--- src/rtl/toggle_event_receiver.sv ---
// toggle_event_receiver: toggle-link event receiver with saturating pending buffer; TOGGLE_RX_SYNC2_EN adds a 2-flop input synchronizer
module toggle_event_receiver #(
    parameter int MAX_PEND = 7,
    parameter int PEND_W   = 3,
    parameter int CNT_W    = 8
) (
    input  logic              clk,
    input  logic              reset,
    input  logic              toggle_in,
    input  logic              clr_ovf,
    input  logic              evt_ready,
    output logic              evt_valid,
    output logic [PEND_W-1:0] pending,
    output logic [CNT_W-1:0]  evt_count,
    output logic              ack_toggle,
    output logic              overflow
);
    logic              tog_src, tog_q, tog_d, det, pop, full;
    logic [PEND_W-1:0] pending_q, pending_d;
    logic [CNT_W-1:0]  evt_count_q, evt_count_d;
    logic              ack_q, ack_d, overflow_q, overflow_d;
`ifdef TOGGLE_RX_SYNC2_EN
    logic [1:0] sync_q, sync_d;
    always_comb sync_d = {sync_q[0], toggle_in};
    always_ff @(posedge clk) begin
        if (reset) sync_q <= {2{toggle_in}};
        else sync_q <= sync_d;
    end
    assign tog_src = sync_q[1];
`else
    assign tog_src = toggle_in;
`endif
    assign evt_valid  = pending_q != '0;
    assign pending    = pending_q;
    assign evt_count  = evt_count_q;
    assign ack_toggle = ack_q;
    assign overflow   = overflow_q;
    // A detect that coincides with a pop is absorbed even when full, so it never counts as a drop
    always_comb begin
        tog_d       = tog_src;
        det         = tog_src ^ tog_q;
        pop         = evt_valid & evt_ready;
        full        = pending_q == PEND_W'(MAX_PEND);
        pending_d   = (det & ~pop & ~full) ? pending_q + PEND_W'(1) :
                      (~det & pop) ? pending_q - PEND_W'(1) : pending_q;
        overflow_d  = (det & ~pop & full) | (overflow_q & ~clr_ovf);
        evt_count_d = evt_count_q + CNT_W'(pop);
        ack_d       = ack_q ^ pop;
    end
    always_ff @(posedge clk) begin
        if (reset) begin
            tog_q       <= toggle_in;
            pending_q   <= '0;
            evt_count_q <= '0;
            ack_q       <= 1'b0;
            overflow_q  <= 1'b0;
        end else begin
            tog_q       <= tog_d;
            pending_q   <= pending_d;
            evt_count_q <= evt_count_d;
            ack_q       <= ack_d;
            overflow_q  <= overflow_d;
        end
    end
endmodule
--- config.mk ---
export PLATFORM = sky130hd
export DESIGN_NAME = toggle_event_receiver
export DESIGN_NICKNAME = d
export VERILOG_FILES = /design/src/rtl/toggle_event_receiver.sv
export SDC_FILE = /design/constraint.sdc
export NUM_CORES = 1
export LEC_CHECK = 0
export BUFFER_PORTS_ARGS = -buffer_cell sky130_fd_sc_hd__buf_2
export CORE_MARGIN = 10
export CORE_UTILIZATION = 30
export DETAILED_ROUTE_END_ITERATION = 10
export HOLD_SLACK_MARGIN = 0.1
export PLACE_DENSITY = 0.53
export SLEW_MARGIN = 20
export SYNTH_ARGS = -nofsm -noshare
export SYNTH_HDL_FRONTEND = slang
export SYNTH_SLANG_ARGS = --single-unit
--- constraint.sdc ---
create_clock -name clk -period 3.96 [get_ports clk]
set_clock_uncertainty 0.15 [all_clocks]
set_input_delay 0.792 -clock clk [delete_from_list [all_inputs] [get_ports clk]]
set_output_delay 0.792 -clock clk [all_outputs]
set_load 0.01 [all_outputs]
Yosys cells after proc, flatten, opt, wreduce, memory -nomap -nowiden --
Cells that the tools add are included.
Cells by class: $add $sub $neg 3, equality and inequality tests 1, mux-type cells 2, bitwise logic cells 13, reductions and logical operators 2
Operators by type and width (count):
- 8-bit by 1-bit adder with 8-bit output | 1
- 1-bit bitwise AND | 6
- 3-bit 2-to-1 mux | 2
- 1-bit NOT | 4
- 3-bit by 1-bit adder with 3-bit output, second input constant | 1
- 3-bit == test, second input constant | 1
- 3-bit nonzero test | 1
- 3-bit by 1-bit subtractor with 3-bit output, second input constant | 1
- 2-bit nonzero test | 1
- 1-bit XOR | 2
- 1-bit OR | 1
Word-level totals: register bits 14, input bits 5, output and inout bits 14, word-level logic and storage cells 26

Logic depth before layout (Yosys ltp) --
Gate-level depths: netlist of the first run.
word-level depth 6, gate-level depth with buffers 8, gate-level depth less buffers 8

Worst setup path before layout of the first run --
OpenSTA, ideal clock, no wires.
path type input to register, from input evt_ready, to register pending_q[2] (netlist: pending[2]), library setup time 0.101 ns, arrival 2.068 ns, data required time 3.709 ns, slack 1.641 ns, cell stages on the path 7, buffers on the path 0, cells stage by stage a21oi_1 > a21oi_1 > or2_1 > fa_1 > a2111oi_0 > a311oi_1 > o41ai_1
Between the ends: cells in the longest elaborated chain, start to end 5, elaborated cells between the ends (all ways) 7, classes of those cells mux (1); bitwise (5); reduce/logical (1)
RTL lines:
- start: declaration | line 11 | input logic evt_ready,
- 1-bit bitwise AND * | line 42 | pop = evt_valid & evt_ready;
- 1-bit NOT | line 44 | pending_d = (det & ~pop & ~full) ? pending_q + PEND_W'(1) :
- 1-bit bitwise AND (2 in series) | line 44
- 3-bit 2-to-1 mux / 2-bit nonzero test (equally long branches)
- end signal: assignment | line 59 | pending_q <= pending_d;
- end: declaration | line 19 | logic [PEND_W-1:0] pending_q, pending_d;
Every way passes the cells marked *; elsewhere a longest branch is shown, timed or not. A chain may end at the register's enable or synchronous reset.

Final worst setup path of the first run --
Ends and elaborated chain as after synthesis.

==> results of run 1 <==
path summary, 6_finish.rpt:
path | start | end | slack [ps]
worst min-delay path | evt_count[7]$_SDFF_PP0_ | evt_count[7]$_SDFF_PP0_ | 370
worst max register to register | pending[0]$_SDFFE_PP0P_ | pending[2]$_SDFFE_PP0P_ | 1810
worst max-delay path | evt_ready | pending[2]$_SDFFE_PP0P_ | 1650
worst min register to register | evt_count[7]$_SDFF_PP0_ | evt_count[7]$_SDFF_PP0_ | 370
metal layers:
layer	global-route usage	vias to the layer above	wire length, um
li1	-	287	-
met1	0.08240	251	667
met2	0.1174	6	724
met3	0.02773	2	73
met4	0.05528	0	16
met5	0	-	0
critical path, stage by stage:
cell,delay [ps]
buf_2,140
a21oi_1,170
a21oi_1,50
or2_1,230
fa_1,410
inv_1,100
a2111oi_0,70
a311oi_1,260
o41ai_1,110
area by class of cell:
type | instances | share of cell area
clock buffers | 4 | 0.04322
inverters | 3 | 0.01341
multi-input cells | 52 | 0.4605
flip-flops and latches | 14 | 0.3338
well taps | 28 | 0.04173
repair buffers | 18 | 0.1073
placed cells by master, fill, tap and decap left out, drive strengths merged:
| cell type | instances |
|---|---|
| a311oi | 1 |
| or3 | 1 |
| fa | 1 |
| o21ai | 1 |
| clkbuf | 4 |
| nor2 | 9 |
| xor2 | 6 |
| and2b | 1 |
| o31ai | 1 |
| and4b | 1 |
| inv | 3 |
| buf | 18 |
| or2 | 1 |
| nand2b | 2 |
| o41ai | 1 |
| nor3 | 1 |
| mux2 | 1 |
| a31oi | 1 |
| nor2b | 3 |
| mux2i | 1 |
| a2111oi | 2 |
| xnor2 | 3 |
| nand2 | 1 |
| and3 | 3 |
| dfxtp | 14 |
| ha | 2 |
| nand3 | 4 |
| a21oi | 3 |
| o211ai | 1 |
flip-flops by register name, summed over array words and instances (netlist names):
| signal | cells |
|---|---|
| tog_q | 1 |
| overflow | 1 |
| ack_toggle | 1 |
| pending | 3 |
| evt_count | 8 |
cell usage after synthesis (all sizes together):
cell type,number,area [sq um]
nor2,9,33.78
nor3,1,5.000
and4b,1,10.01
a311oi,1,8.760
xnor2,3,26.28
xor2,6,60.06
o211ai,1,7.510
nor2b,3,18.77
a31oi,1,6.260
inv,3,11.26
o31ai,1,12.51
a2111oi,2,17.52
and3,3,23.77
mux2,1,15.01
or3,1,6.260
and2b,1,8.760
or2,1,6.260
nand2b,2,12.51
nand3,4,20.02
dfxtp,14,280.3
mux2i,1,10.01
ha,2,25.02
o41ai,1,8.760
fa,1,20.02
clkbuf,1,3.750
a21oi,3,15.01
buf,1,11.26
o21ai,1,5.000
nand2,1,3.750
logic make-up (layout without fill, tap and decap cells):
logic type | Yosys count | in the layout
flip-flops | 14 | 14
adder cells (fa/ha/maj) | 3 | 3
multiplexers | 2 | 2
AO/OA/AOI/OAI | 11 | 11
buffers and inverters | 5 | 25
AND/OR/NAND/NOR | 27 | 27
XOR/XNOR | 9 | 9
power groups by stage:
stage / clock network, W / logic, W / registers [W]
2_1_floorplan: 0 / 0.000102 / 0.000213
3_3_place_gp: 0 / 0.000164 / 0.000207
3_5_place_dp: 0 / 0.000165 / 0.000208
4_1_cts: 0.000111 / 0.000166 / 0.000205
5_1_grt: 0.000116 / 0.000187 / 0.000213
6_report: 0.000107 / 0.000162 / 0.000205
through the flow:
| step | instances | utilization | power [W] |
|---|---|---|---|
| after floorplan | 71 | - | 0.0003154 |
| after global placement | 115 | 0.3631 | 0.0003715 |
| after detailed placement | 115 | 0.3631 | 0.0003735 |
| after CTS | 119 | 0.3795 | 0.0004818 |
| after global routing | 119 | 0.3795 | 0.0005162 |
| final | 119 | 0.3795 | 0.0004738 |
==> results.py, run 1 <==
metrics = {
    "worst_setup_path": {
        "start_kind": "primary input",
        "crit_type": "primary input to flop",
        "worstRegToRegCells": 8,
        "cp-end-kind": "flop",
        "cp_data_required_time_ps": 3980,
        "worstPathArrival_ps": 2330,
        "crit_fanout": 7,
    },
    "floorplan": {
        "io_pins": 19,
        "die_x_um": 68.07,
        "initial_core_util": 0.3133,
        "fp.dieH_um": 68.07,
        "die-area_sq_um": 4634,
        "core_area_sq_um": 2212,
        "row_count": 17,
    },
    "sta": {
        "report.final.slew_viol_count": 0,
        "fmax_ghz": 0.4332,
        "finalSetupViolations": 0,
        "rsz0062_at_grt": "false",
        "fin_setup_tns_ps": 0,
        "worst_slew_pin_slew_ps": 369.1,
        "max_slew_margin": 0.7476,
        "period_minus_slack_ps": 2308,
        "setup_slack_ps": 1652,
        "period_share": 0.5830,
        "hold_violations": 0,
        "hold_ws_ps": 371.8,
    },
    "cells_and_area": {
        "multi_input_area_sq_um": 386.6,
        "seqCellArea_sq_um": 280.3,
        "num_antenna_cells": 0,
        "design_area_sq_um": 839.6,
        "drive_above_1_share": 0.2967,
        "area_growth_pct": 21.12,
        "fill_cells": 236,
        "nNetsFinal": 100,
    },
    "global_route": {
        "grt_max_degree": 19,
        "grt_pass1_wl_um": 2635,
        "grt_pass1_vias": 564,
        "antenna_found_initial": 0,
        "overflow": 0,
        "grt_util_all_layers": 0.07532,
    },
    "synthesis": {
        "synth_compound_area_frac": 0.1173,
        "synth_xor_area_frac": 0.1245,
        "synth_area_sq_um": 693.2,
        "synth_top_family_by_area": "simple AND/OR/NAND/NOR gates",
        "yosysWarnings": 0,
        "synthMuxAreaShare": 0.03610,
        "synth-adder-area-share": 0.06498,
        "synthSimpleGateAreaFrac": 0.2148,
        "seq_area_frac_synth": 0.4043,
        "synth_cell_types": 31,
        "synth-seq-cells": 14,
        "synthesis.nets": 79,
        "syn_inst": 71,
        "avgSynthCellArea_sq_um": 9.763,
    },
    "clock_tree": {
        "path_clk_slew_ps": 100,
        "cts.repair.resized": 0,
        "cts_tree": "yes",
        "postCtsSetupBuffers": 0,
        "cts-htree-levels": 1,
        "clock-sinks": 14,
        "cts_hold_buf": 0,
        "numCtsBuffers": 3,
        "cts-root-buf": "clkbuf_4",
        "insertion_delay_ps": 280,
        "clockBufferDepth": 2,
    },
    "detailed_routing": {
        "drc": 0,
        "via_count": 546,
        "wl_per_cell_um": 12.45,
        "dr.first_iter.drc_count": 12,
        "vias_per_cell": 4.588,
        "wl_um": 1481,
        "dr.pass1.iters": 4,
        "antenna_left": 0,
    },
    "power": {
        "p_int_w": 0.0003041,
        "pwr-share-clk": 0.226,
        "vdd_ir_drop_max_uv": 206.4,
        "p_leak_nw": 0.3891,
        "p_seq_frac": 0.432,
        "p_sw_frac": 0.3582,
        "p_sw_w": 0.0001697,
        "p_comb_frac": 0.341,
        "powerDensity_nw_per_um2": 564.4,
    },
    "placed_design": {
        "place_congestion": 0.6685,
        "post-place-ws_ps": 1353,
        "io_buffers": 18,
        "place_area_sq_um": 803.3,
    },
    "worst_hold_path": {
        "whs_path_depth": 2,
        "hold_class": "flop to flop",
    },
    "run_status": {
        "status": "completed",
    },
    "job": {
        "cap_violations": 0,
    },
}
(Power assumes the default switching activity.)
==> run 2: changes to the inputs <==
--- a/config.mk
+++ b/config.mk
@@ -10,7 +10,7 @@
 export CORE_UTILIZATION = 30
 export DETAILED_ROUTE_END_ITERATION = 10
 export HOLD_SLACK_MARGIN = 0.1
-export PLACE_DENSITY = 0.53
+export PLACE_DENSITY = 0.54
 export SLEW_MARGIN = 20
 export SYNTH_ARGS = -nofsm -noshare
 export SYNTH_HDL_FRONTEND = slang
==> constraint.sdc (replaced) <==
create_clock -name clk -period 1.95 [get_ports clk]
set_clock_uncertainty 0.15 [all_clocks]
set_input_delay 0.39 -clock clk [delete_from_list [all_inputs] [get_ports clk]]
set_output_delay 0.39 -clock clk [all_outputs]
set_load 0.01 [all_outputs]
==> results.py, run 2 (synthesized netlist as in run 1, its figures left out) <==
metrics = {
    "run_status": {
        "status": "completed",
    },
    "placed_design": {
        "io_buffers": 18,
        "place_congestion": 0.7989,
        "post-dp-hpwl_um": 1228,
    },
    "worst_setup_path": {
        "worstPathArrival_ps": 1940,
        "cp_data_required_time_ps": 1960,
        "crit_type": "flop to flop",
        "start_kind": "flop",
        "crit_fanout": 4,
        "cp-end-kind": "flop",
        "worstRegToRegCells": 8,
    },
    "cells_and_area": {
        "nNetsFinal": 111,
        "fin_util": 0.4321,
        "mostFrequentLayoutCell": "buf_2",
        "fill_cells": 238,
        "final_cell_mix": "buf_2, dfxtp_1, buf_4, nor2_1, xor2_1",
        "largest_reg_flops": 8,
        "area_growth_pct": 37.91,
        "drive_above_1_share": 0.4706,
        "num_antenna_cells": 0,
    },
    "floorplan": {
        "core_area_sq_um": 2212,
        "die_x_um": 68.07,
        "initial_core_util": 0.3133,
        "die-area_sq_um": 4634,
        "row_count": 17,
        "io_pins": 19,
        "fp.dieH_um": 68.07,
    },
    "sta": {
        "period_minus_slack_ps": 1927,
        "finalSetupViolations": 0,
        "hold_violations": 0,
        "period_share": 0.9881,
        "report.final.slew_viol_count": 0,
        "fmax_ghz": 0.5190,
        "max_slew_margin": 0.7463,
        "rsz0062_at_grt": "true",
        "worst_slew_pin_slew_ps": 379.5,
    },
    "detailed_routing": {
        "drc": 0,
        "dr.pass1.iters": 2,
        "via_count": 606,
        "wl_um": 1605,
        "antenna_left": 0,
        "dr.first_iter.drc_count": 9,
        "wl_per_cell_um": 12.35,
        "vias_per_cell": 4.662,
    },
    "power": {
        "finalPower_w": 0.001103,
        "powerDensity_nw_per_um2": 1154,
        "p_leak_nw": 0.4390,
        "vdd_ir_drop_max_uv": 634.8,
    },
    "global_route": {
        "overflow": 0,
        "grt_util_all_layers": 0.07695,
        "grt_max_degree": 19,
        "grt_pass1_vias": 591,
        "antenna_found_initial": 0,
        "grt_pass1_wl_um": 2725,
    },
    "worst_hold_path": {
        "whs_path_depth": 2,
        "hold_class": "primary input to flop",
    },
    "clock_tree": {
        "cts-htree-levels": 1,
        "cts_hold_buf": 0,
        "numCtsBuffers": 3,
        "path_clk_slew_ps": 90,
        "insertion_delay_ps": 280,
        "clock-sinks": 14,
        "cts_tree": "yes",
        "cts-root-buf": "clkbuf_4",
        "clockBufferDepth": 2,
    },
    "job": {
        "cap_violations": 0,
    },
}
[run 2: critical path, cell delays in order (launching register included)]
cell and delay, ps:
dfxtp_2 350, o21ai_1 130, a21oi_1 70, or2_1 230, fa_2 380, inv_2 70, a2111oi_1 50, a311oi_1 270
o41ai_1 110
[run 2: path summary, 6_finish.rpt]
kind / startpoint / to / slack, ps
worst max-delay path: pending[0]$_SDFFE_PP0P_ / pending[2]$_SDFFE_PP0P_ / 20
worst min-delay path: toggle_in / tog_q$_DFF_P_ / 200
worst max register to register: pending[0]$_SDFFE_PP0P_ / pending[2]$_SDFFE_PP0P_ / 20
worst min register to register: evt_count[7]$_SDFF_PP0_ / evt_count[7]$_SDFF_PP0_ / 360
[run 2: metrics by stage]
stage	TNS (ps)	cell area, sq um	hold WS, ps	worst slack, ps	cells
3_3_place_gp	-107.7	889.6	340.8	-107.7	125
4_1_cts	0	935.9	190.9	7.320	129
3_5_place_dp	-210.7	889.6	341.8	-210.7	125
2_1_floorplan	0	704.4	267.7	38.48	71
6_report	0	955.9	197.5	23.17	130
5_1_grt	-96.64	955.9	186.6	-96.64	130
[run 2: timing repair]
action,CTS,global route
buffers inserted,0,1
resized for setup,2,7
pin swaps,1,2
setup endpoints to repair,3,5
[run 2: where the power goes]
group	total (W)	internal, W	leakage, nW	switching, W
sequential	0.000399	0.000344	0.115	0.0000545
clock	0.000208	0.000113	0.0210	0.0000948
combinational	0.000496	0.000262	0.303	0.000234
total	0.00110	0.000720	0.439	0.000383
[run 2: layer usage]
metal | GRT usage | wire length, um | part of all wire
met5 | 0 | 0 | 0
met4 | 0.02261 | 16 | 0.010
met3 | 0.03589 | 80 | 0.050
met2 | 0.1360 | 829 | 0.52
met1 | 0.07951 | 679 | 0.42
[run 2: area by class of cell]
cell class                      count  area, sq um  area share
Sequential cell                    14        284.0      0.2971
Tap cell                           28        35.03     0.03665
Multi-Input combinational cell     52        416.7      0.4359
Inverter                            3        11.26     0.01178
Timing Repair Buffer               29        172.7      0.1806
Clock buffer                        4        36.28     0.03796
==> run 3: changes to the inputs <==
==> constraint.sdc (replaced) <==
create_clock -name clk -period 1.6 [get_ports clk]
set_clock_uncertainty 0.15 [all_clocks]
set_input_delay 0.32 -clock clk [delete_from_list [all_inputs] [get_ports clk]]
set_output_delay 0.32 -clock clk [all_outputs]
set_load 0.01 [all_outputs]
==> results.py, run 3 (synthesized netlist as in run 1, its figures left out) <==
metrics = {
    "placed_design": {
        "io_buffers": 18,
        "place_congestion": 0.7570,
        "place_area_sq_um": 963.4,
        "post-dp-hpwl_um": 1339,
        "post-place-ws_ps": -444.1,
    },
    "floorplan": {
        "die-area_sq_um": 4634,
        "core_area_sq_um": 2212,
        "fp.dieH_um": 68.07,
        "io_pins": 19,
        "initial_core_util": 0.3133,
        "die_x_um": 68.07,
        "row_count": 17,
    },
    "worst_setup_path": {
        "start_kind": "flop",
        "crit_fanout": 3,
        "cp_cell_sequence": "o21ai_4, a21oi_2, or2_1, fa_2, a2111oi_2, a311oi_1, o41ai_1",
        "crit_type": "flop to flop",
        "r2r_slack_ps": -420,
        "crit_buf_inv": 0,
        "worstPathArrival_ps": 2060,
        "critPathTopFamily": "compound AO/OA/AOI/OAI gates",
        "max_stage_delay_ps": 380,
        "cp-end-kind": "flop",
        "cp_data_required_time_ps": 1640,
        "cp_slowest_cell": "dfxtp_4",
    },
    "detailed_routing": {
        "vias_per_cell": 4.750,
        "antenna_left": 0,
        "via_count": 703,
        "dr.first_iter.drc_count": 21,
        "wl_per_cell_um": 13.84,
        "dr.pass1.iters": 4,
        "drc": 0,
        "wl_um": 2049,
    },
    "power": {
        "p_int_w": 0.001097,
        "p_comb_frac": 0.543,
        "pwr-share-clk": 0.156,
        "p_leak_nw": 0.5353,
        "finalPower_w": 0.001682,
        "powerDensity_nw_per_um2": 1390,
        "p_sw_frac": 0.3476,
        "p_seq_frac": 0.301,
        "vdd_ir_drop_max_uv": 830.2,
        "p_sw_w": 0.0005846,
    },
    "global_route": {
        "antenna_found_initial": 0,
        "grt_util_all_layers": 0.09613,
        "grt_max_degree": 11,
        "overflow": 0,
        "grt_pass1_vias": 771,
        "grt_pass1_wl_um": 3491,
    },
    "run_status": {
        "status": "complete, but fails checks",
        "violations": "setup timing",
    },
    "sta": {
        "fmax_ghz": 0.4957,
        "period_share": 1.261,
        "max_slew_margin": 0.7478,
        "worst_slew_pin_slew_ps": 377.4,
        "hold_violations": 0,
        "setup_slack_ps": -417.3,
        "report.final.slew_viol_count": 0,
        "rsz0062_at_grt": "true",
        "finalSetupViolations": 11,
        "period_minus_slack_ps": 2017,
    },
    "cells_and_area": {
        "mostFrequentLayoutCell": "buf_4",
        "largest_reg_flops": 8,
        "design_area_sq_um": 1210,
        "fill_cells": 203,
        "drive_above_1_share": 0.6083,
        "area_growth_pct": 74.55,
        "num_antenna_cells": 0,
        "nNetsFinal": 129,
        "final_cell_mix": "buf_4, buf_2, dfxtp_1, nor2_1, buf_6",
    },
    "job": {
        "cap_violations": 0,
    },
    "worst_hold_path": {
        "hold_class": "primary input to flop",
    },
    "clock_tree": {
        "numCtsBuffers": 3,
        "path_clk_slew_ps": 100,
        "cts-htree-levels": 1,
        "clock-sinks": 14,
        "cts_tree": "yes",
        "cts-root-buf": "clkbuf_4",
        "insertion_delay_ps": 280,
        "clockBufferDepth": 2,
    },
}
run 3: cell count changes in the layout (fill, tap and decap cells not counted), moves of 2 or more:
cell / before / now
dfxtp_4: 0 / 2
ha_4: 0 / 2
nand3_1: 3 / 0
dfxtp_2: 3 / 0
buf_6: 0 / 6
nand3_2: 1 / 4
buf_4: 11 / 23
xnor2_1: 3 / 1
xnor2_2: 0 / 2
run 3: area by class of cell:
class                           instances  area [sq um]  area share
Tap cell                               28         35.03     0.02896
Clock buffer                            4         36.28     0.02999
Timing Repair Buffer                   47         335.3      0.2771
Sequential cell                        14         287.8      0.2378
Inverter                                3         11.26    0.009307
Multi-Input combinational cell         52         504.2      0.4168
run 3: path summary, 6_finish.rpt:
| kind | cells past startpoint | start | to |
|---|---|---|---|
| min reg2reg | 2 | evt_count[7]$_SDFF_PP0_ | evt_count[7]$_SDFF_PP0_ |
| max reg2reg | 7 | pending[1]$_SDFFE_PP0P_ | pending[2]$_SDFFE_PP0P_ |
| max | 7 | pending[1]$_SDFFE_PP0P_ | pending[2]$_SDFFE_PP0P_ |
| min | 4 | clr_ovf | overflow$_SDFF_PP0_ |
run 3: power by group through the flow:
| stage | registers (W) | logic (W) | clock network (W) |
|---|---|---|---|
| after global routing | 0.000522 | 0.000990 | 0.000285 |
| after global placement | 0.000485 | 0.000659 | 0 |
| after floorplan | 0.000543 | 0.000268 | 0 |
| after detailed placement | 0.000486 | 0.000672 | 0 |
| final | 0.000507 | 0.000912 | 0.000263 |
| after CTS | 0.000490 | 0.000830 | 0.000268 |
run 3: metrics by stage:
step	instances	util	hold slack (ps)	TNS, ps
2_1_floorplan	71	-	197.7	-922.6
4_1_cts	147	0.5204	178.7	-1826
6_report	148	0.5469	181.3	-2134
5_1_grt	148	0.5469	200.9	-2730
3_5_place_dp	134	0.4355	342.7	-2118
3_3_place_gp	134	0.4355	336.3	-2002
run 3: timing repair:
| item | 4_1_cts | 5_1_grt |
|---|---|---|
| endpoints found under the setup margin | 11 | 13 |
| resized for setup | 16 | 11 |
| endpoints found under the hold margin | 1 | 0 |
| pin swaps | 6 | 2 |
| hold buffers | 1 | 0 |
| setup buffers | 9 | 3 |
run 3: worst register-to-register path, cell delays in order (launching register included):
cell	delay [ps]
dfxtp_4	380
o21ai_4	160
a21oi_2	80
or2_1	240
fa_2	370
a2111oi_2	370
a311oi_1	100
o41ai_1	70
run 3: per-layer routing:
metal | GRT usage | wire length, um | vias to the layer above
met1 | 0.1086 | 879 | 344
met5 | 0 | 0 | -
met2 | 0.1674 | 1072 | 10
met4 | 0.04020 | 31 | 0
li1 | - | - | 345
met3 | 0.02447 | 66 | 4
